<file path="src/rtl/rr_mux8_arbiter.sv">
// Round-robin arbiter that shares one 8:1 mux output among 8 requesters,
// holding each grant for a burst of up to MAX_BURST valid/ready beats.
module rr_mux8_arbiter #(
    parameter int W         = 8,
    parameter int MAX_BURST = 4
) (
    input  logic           clk,
    input  logic           rst_n,
    input  logic [7:0]     req,
    input  logic [8*W-1:0] data_in,
    input  logic           out_ready,
    output logic [7:0]     grant,
    output logic [2:0]     sel,
    output logic           out_valid,
    output logic [W-1:0]   out_data,
    output logic           last
);

    typedef enum logic {
        IDLE  = 1'b0,
        GRANT = 1'b1
    } state_t;

    localparam logic [7:0] LAST_BEAT = 8'(MAX_BURST - 1);

    state_t     state_r;
    logic [7:0] grant_r;
    logic [2:0] sel_r;
    logic [2:0] ptr_r;
    logic [7:0] cnt_r;

    logic       valid_s;
    logic       fire_s;
    logic       at_last_s;
    logic [2:0] pick_s;

    // First requester at or after p, wrapping modulo 8; p itself when none.
    function automatic logic [2:0] rr_pick(input logic [7:0] r, input logic [2:0] p);
        logic [2:0] idx;
        logic [2:0] pick;
        logic       found;
        pick  = p;
        found = 1'b0;
        for (int k = 0; k < 8; k++) begin
            idx = p + 3'(k);
            if (!found && r[idx]) begin
                pick  = idx;
                found = 1'b1;
            end
        end
        return pick;
    endfunction

    // Beat qualification and the data path through the shared mux.
    always_comb begin
        valid_s   = (state_r == GRANT) && req[sel_r];
        fire_s    = valid_s && out_ready;
        at_last_s = (cnt_r == LAST_BEAT);
        pick_s    = rr_pick(req, ptr_r);
        if (valid_s) begin
            out_data = data_in[sel_r*W +: W];
        end else begin
            out_data = '0;
        end
    end

    assign out_valid = valid_s;
    assign last      = valid_s && at_last_s;
    assign grant     = grant_r;
    assign sel       = sel_r;

    // Arbitration / burst sequencer; a release always passes through IDLE once.
    always_ff @(posedge clk or negedge rst_n) begin
        if (!rst_n) begin
            state_r <= IDLE;
            grant_r <= 8'h00;
            sel_r   <= 3'd0;
            ptr_r   <= 3'd0;
            cnt_r   <= 8'd0;
        end else begin
            case (state_r)
                IDLE: begin
                    if (|req) begin
                        sel_r   <= pick_s;
                        grant_r <= 8'd1 << pick_s;
                        cnt_r   <= 8'd0;
                        state_r <= GRANT;
                    end else begin
                        state_r <= IDLE;
                    end
                end
                GRANT: begin
                    // A dropped request ends the burst without moving a beat.
                    if (!req[sel_r] || (fire_s && at_last_s)) begin
                        state_r <= IDLE;
                        grant_r <= 8'h00;
                        cnt_r   <= 8'd0;
                        ptr_r   <= sel_r + 3'd1;
                    end else if (fire_s) begin
                        cnt_r <= cnt_r + 8'd1;
                    end else begin
                        cnt_r <= cnt_r;
                    end
                end
                default: begin
                    state_r <= IDLE;
                    grant_r <= 8'h00;
                    cnt_r   <= 8'd0;
                end
            endcase
        end
    end

endmodule
</file>
<file path="config.mk">
export PLATFORM = sky130hd
export DESIGN_NAME = rr_mux8_arbiter
export DESIGN_NICKNAME = d
export VERILOG_FILES = /design/src/rtl/rr_mux8_arbiter.sv
export SDC_FILE = /design/constraint.sdc
export NUM_CORES = 1
export LEC_CHECK = 0
export CAP_MARGIN = 20
export CORE_AREA = 2 2 85 96
export CTS_BUF_LIST = sky130_fd_sc_hd__clkbuf_8
export DETAILED_ROUTE_END_ITERATION = 10
export DIE_AREA = 0 0 87 98
export PLACE_DENSITY_LB_ADDON = 0.2
export SLEW_MARGIN = 5
export SYNTH_ARGS = -nofsm -noshare
export SYNTH_HDL_FRONTEND = slang
export SYNTH_SLANG_ARGS = --single-unit
</file>
<file path="constraint.sdc">
create_clock -name clk -period 3.65 [get_ports clk]
set_input_delay 0.73 -clock clk [delete_from_list [all_inputs] [get_ports clk]]
set_output_delay 0.73 -clock clk [all_outputs]
set_load 0.02 [all_outputs]
</file>
==> reports/results.ini, run 1 <==
[power]
p_leak_nw=1.71
ir_drop_v=0.000316
power_density_mw_per_mm2=885
power_mw=3.43

[sta]
finalHoldViolCount=0
rsz0062_at_grt=no
tightest_slew_ns=0.829
fmax_mhz=290
slew_headroom=0.442
fin_crit_sh=0.946
skew_ns=0.00377
tns_ns=0
slew_violations=0
setup-violations-final=0
fin_crit_ns=3.45

[global_routing]
track_usage=0.185
grt_pass1_wl_um=12800
grt_overflow=0
antenna_found_initial=0
grt_max_degree=24
grt_pass1_vias=2712

[worst_hold_path]
min_path_type=flop to flop
min_from=grant[2]
min_to=grant[2]
hold_path_depth=1

[floorplan]
num_rows=34
die_area_mm2=0.00853
dieHeight_um=98
ios=96
die_x_um=87
core_mm2=0.00761
initial_utilization=0.340

[layout]
syn_to_final_growth_pct=49.7
drive_gt1_frac=0.217
fill_cells=684
layout_common_cells=clkdlybuf4s50_1 (85), nor2_1 (25), buf_4 (25)
nNetsFinal=439
final_common_cell=clkdlybuf4s50_1
final_cells=449
antenna_cells=0

[cts]
htree_num_levels=1
clk_path_buf_depth=2
clk_pin_slew_ns=0.08
cts_tree=built
root_buffer=clkbuf_8
cts_resized=0
ctsHoldBuffers=0
numCtsBuffers=3
clock_latency_ns=0.26
cts_setup_buffers=0
clkSinkCount=23

[placed_design]
hpwl_um=6240
place_inst=444
port_buffers=95
gp_congestion=0.898

[yosys]
netlist_area_mm2=0.00259
postSynthCellCount=248
yosys_warnings=0
synth-edff-count=0
async_flop_share=1.00
ys_types=57
syn_area_per_cell_um2=10.4
yosysTopAreaCellShare=0.222
yosysSeqAreaShare=0.222
synth-seq-cells=23
ys_top_cells_by_area=dfrtp_1 (22%), mux4_2 (21%), mux2i_1 (6.6%), nor2_1 (3.6%), mux4_1 (3.0%)
syn-num-nets=327
synth_ff_type=dfrtp_1
synth_top_cell_by_area=dfrtp_1

[setup_path]
critPathCaptureType=flop
setup.worst_path.class=input port to flop
timing.rr.start=ptr_r[0]
worst_r2r_path_depth=12
crit_path_start_kind=input port
required_ns=3.85
crit_arrival_ns=3.65
r2r_end=grant[4]
r2r_slack_ns=0.23
path_max_fanout=6

[drt]
vias=2540
routed_wl_um=7560
avgRoutedWirePerCell_um=16.8
via_per_inst=5.66
postRouteAntennaNets=0
drc=0
drt-initial-drc-count=92
first_pass_iters=4

[run]
maxCapViolCount=0

[outcome]
outcome=finished clean

==> how the worst max path moves through the flow <==
stage / cells past startpoint / slack [ns] / endpoint / startpoint
5_1_grt: 12 / 0.06 / grant[4] / ptr_r[0]
3_3_place_gp: 11 / -0.02 / grant[4] / req[6]
4_1_cts: 7 / 0.05 / out_data[5] / req[3]
6_report: 11 / 0.20 / grant[4] / req[7]
3_5_place_dp: 11 / -0.07 / grant[4] / req[6]
2_1_floorplan: 12 / 0.17 / grant[4] / ptr_r[1]
==> cell usage after synthesis, types with 7 or more instances <==
cell type,instances
a21oi_1,8
clkbuf_1,11
xor2_1,7
mux2i_1,17
nand2_1,15
a22o_1,8
nor2_1,25
inv_1,8
nand3_1,8
nand2b_1,7
dfrtp_1,23
mux4_2,24
==> sequential cells by signal (all words and copies together), names as in the netlist <==
register	flops
grant	8
state_r	1
ptr_r	3
sel	3
cnt_r	8
==> final cells by class <==
type	instances	area, um2	area share
Inverter	8	30.0	0.00775
Sequential cell	23	576	0.149
Timing Repair Buffer	122	1200	0.310
Tap cell	90	113	0.0291
Multi-Input combinational cell	202	1910	0.493
Clock inverter	1	5.00	0.00129
Clock buffer	3	41.3	0.0107
==> power breakdown <==
group          internal, mW  switching [mW]
Sequential            0.323          0.0745
Combinational          1.41            1.46
Clock                0.0760          0.0771
Total                  1.81            1.62
==> worst max-delay path: stages <==
cell and delay [ns]:
clkdlybuf4s50_1 0.47, buf_4 0.18, mux4_2 0.52, mux2i_2 0.23, buf_4 0.18, a32oi_4 0.07, o32ai_1 0.36, a2111oi_2 0.13
a211oi_2 0.33, nor3b_2 0.29, a22o_1 0.16
==> cell families (layout without fill, tap and decap cells) <==
logic type,count (synthesis),count (layout),synth area share
buf+inv,23,134,0.0396
fa+ha+maj,4,4,0.0193
flops,23,23,0.222
simple gates,87,87,0.185
mux,52,52,0.344
xor+xnor,11,11,0.0372
compound gates,48,48,0.153
==> metal layers <==
metal	track usage	vias up	wire, um
li1	-	1198	-
met1	0.216	1220	2920
met2	0.339	106	4030
met3	0.0287	16	419
met4	0.0613	0	189
met5	0	-	0
==> through the flow <==
step	cell area (um2)	util	hold WS (ns)	setup WS [ns]
after global routing	3870	0.509	0.532	0.0559
after CTS	3830	0.503	0.515	0.0502
after global placement	3790	0.497	0.500	-0.0153
final	3870	0.509	0.512	0.199
after floorplan	2590	-	0.434	0.174
after detailed placement	3790	0.497	0.498	-0.0670
Power figures use the tool's default switching activity.
==> run 2: changes to the inputs <==
--- a/config.mk
+++ b/config.mk
@@ -8,6 +8,7 @@
 export CAP_MARGIN = 20
 export CORE_AREA = 2 2 85 96
 export CTS_BUF_LIST = sky130_fd_sc_hd__clkbuf_8
+export CTS_CLUSTER_SIZE = 12
 export DETAILED_ROUTE_END_ITERATION = 10
 export DIE_AREA = 0 0 87 98
 export PLACE_DENSITY_LB_ADDON = 0.2
==> results of run 2 <==
The final DEF is identical to that of run 1; final timing and power are the same.
==> run 3: changes to the inputs <==
--- a/config.mk
+++ b/config.mk
@@ -5,6 +5,7 @@
 export SDC_FILE = /design/constraint.sdc
 export NUM_CORES = 1
 export LEC_CHECK = 0
+export ABC_CLOCK_PERIOD_IN_PS = 3650
 export CAP_MARGIN = 20
 export CORE_AREA = 2 2 85 96
 export CTS_BUF_LIST = sky130_fd_sc_hd__clkbuf_8
==> results of run 3 <==
The final DEF is identical to that of run 1; final timing and power are the same.
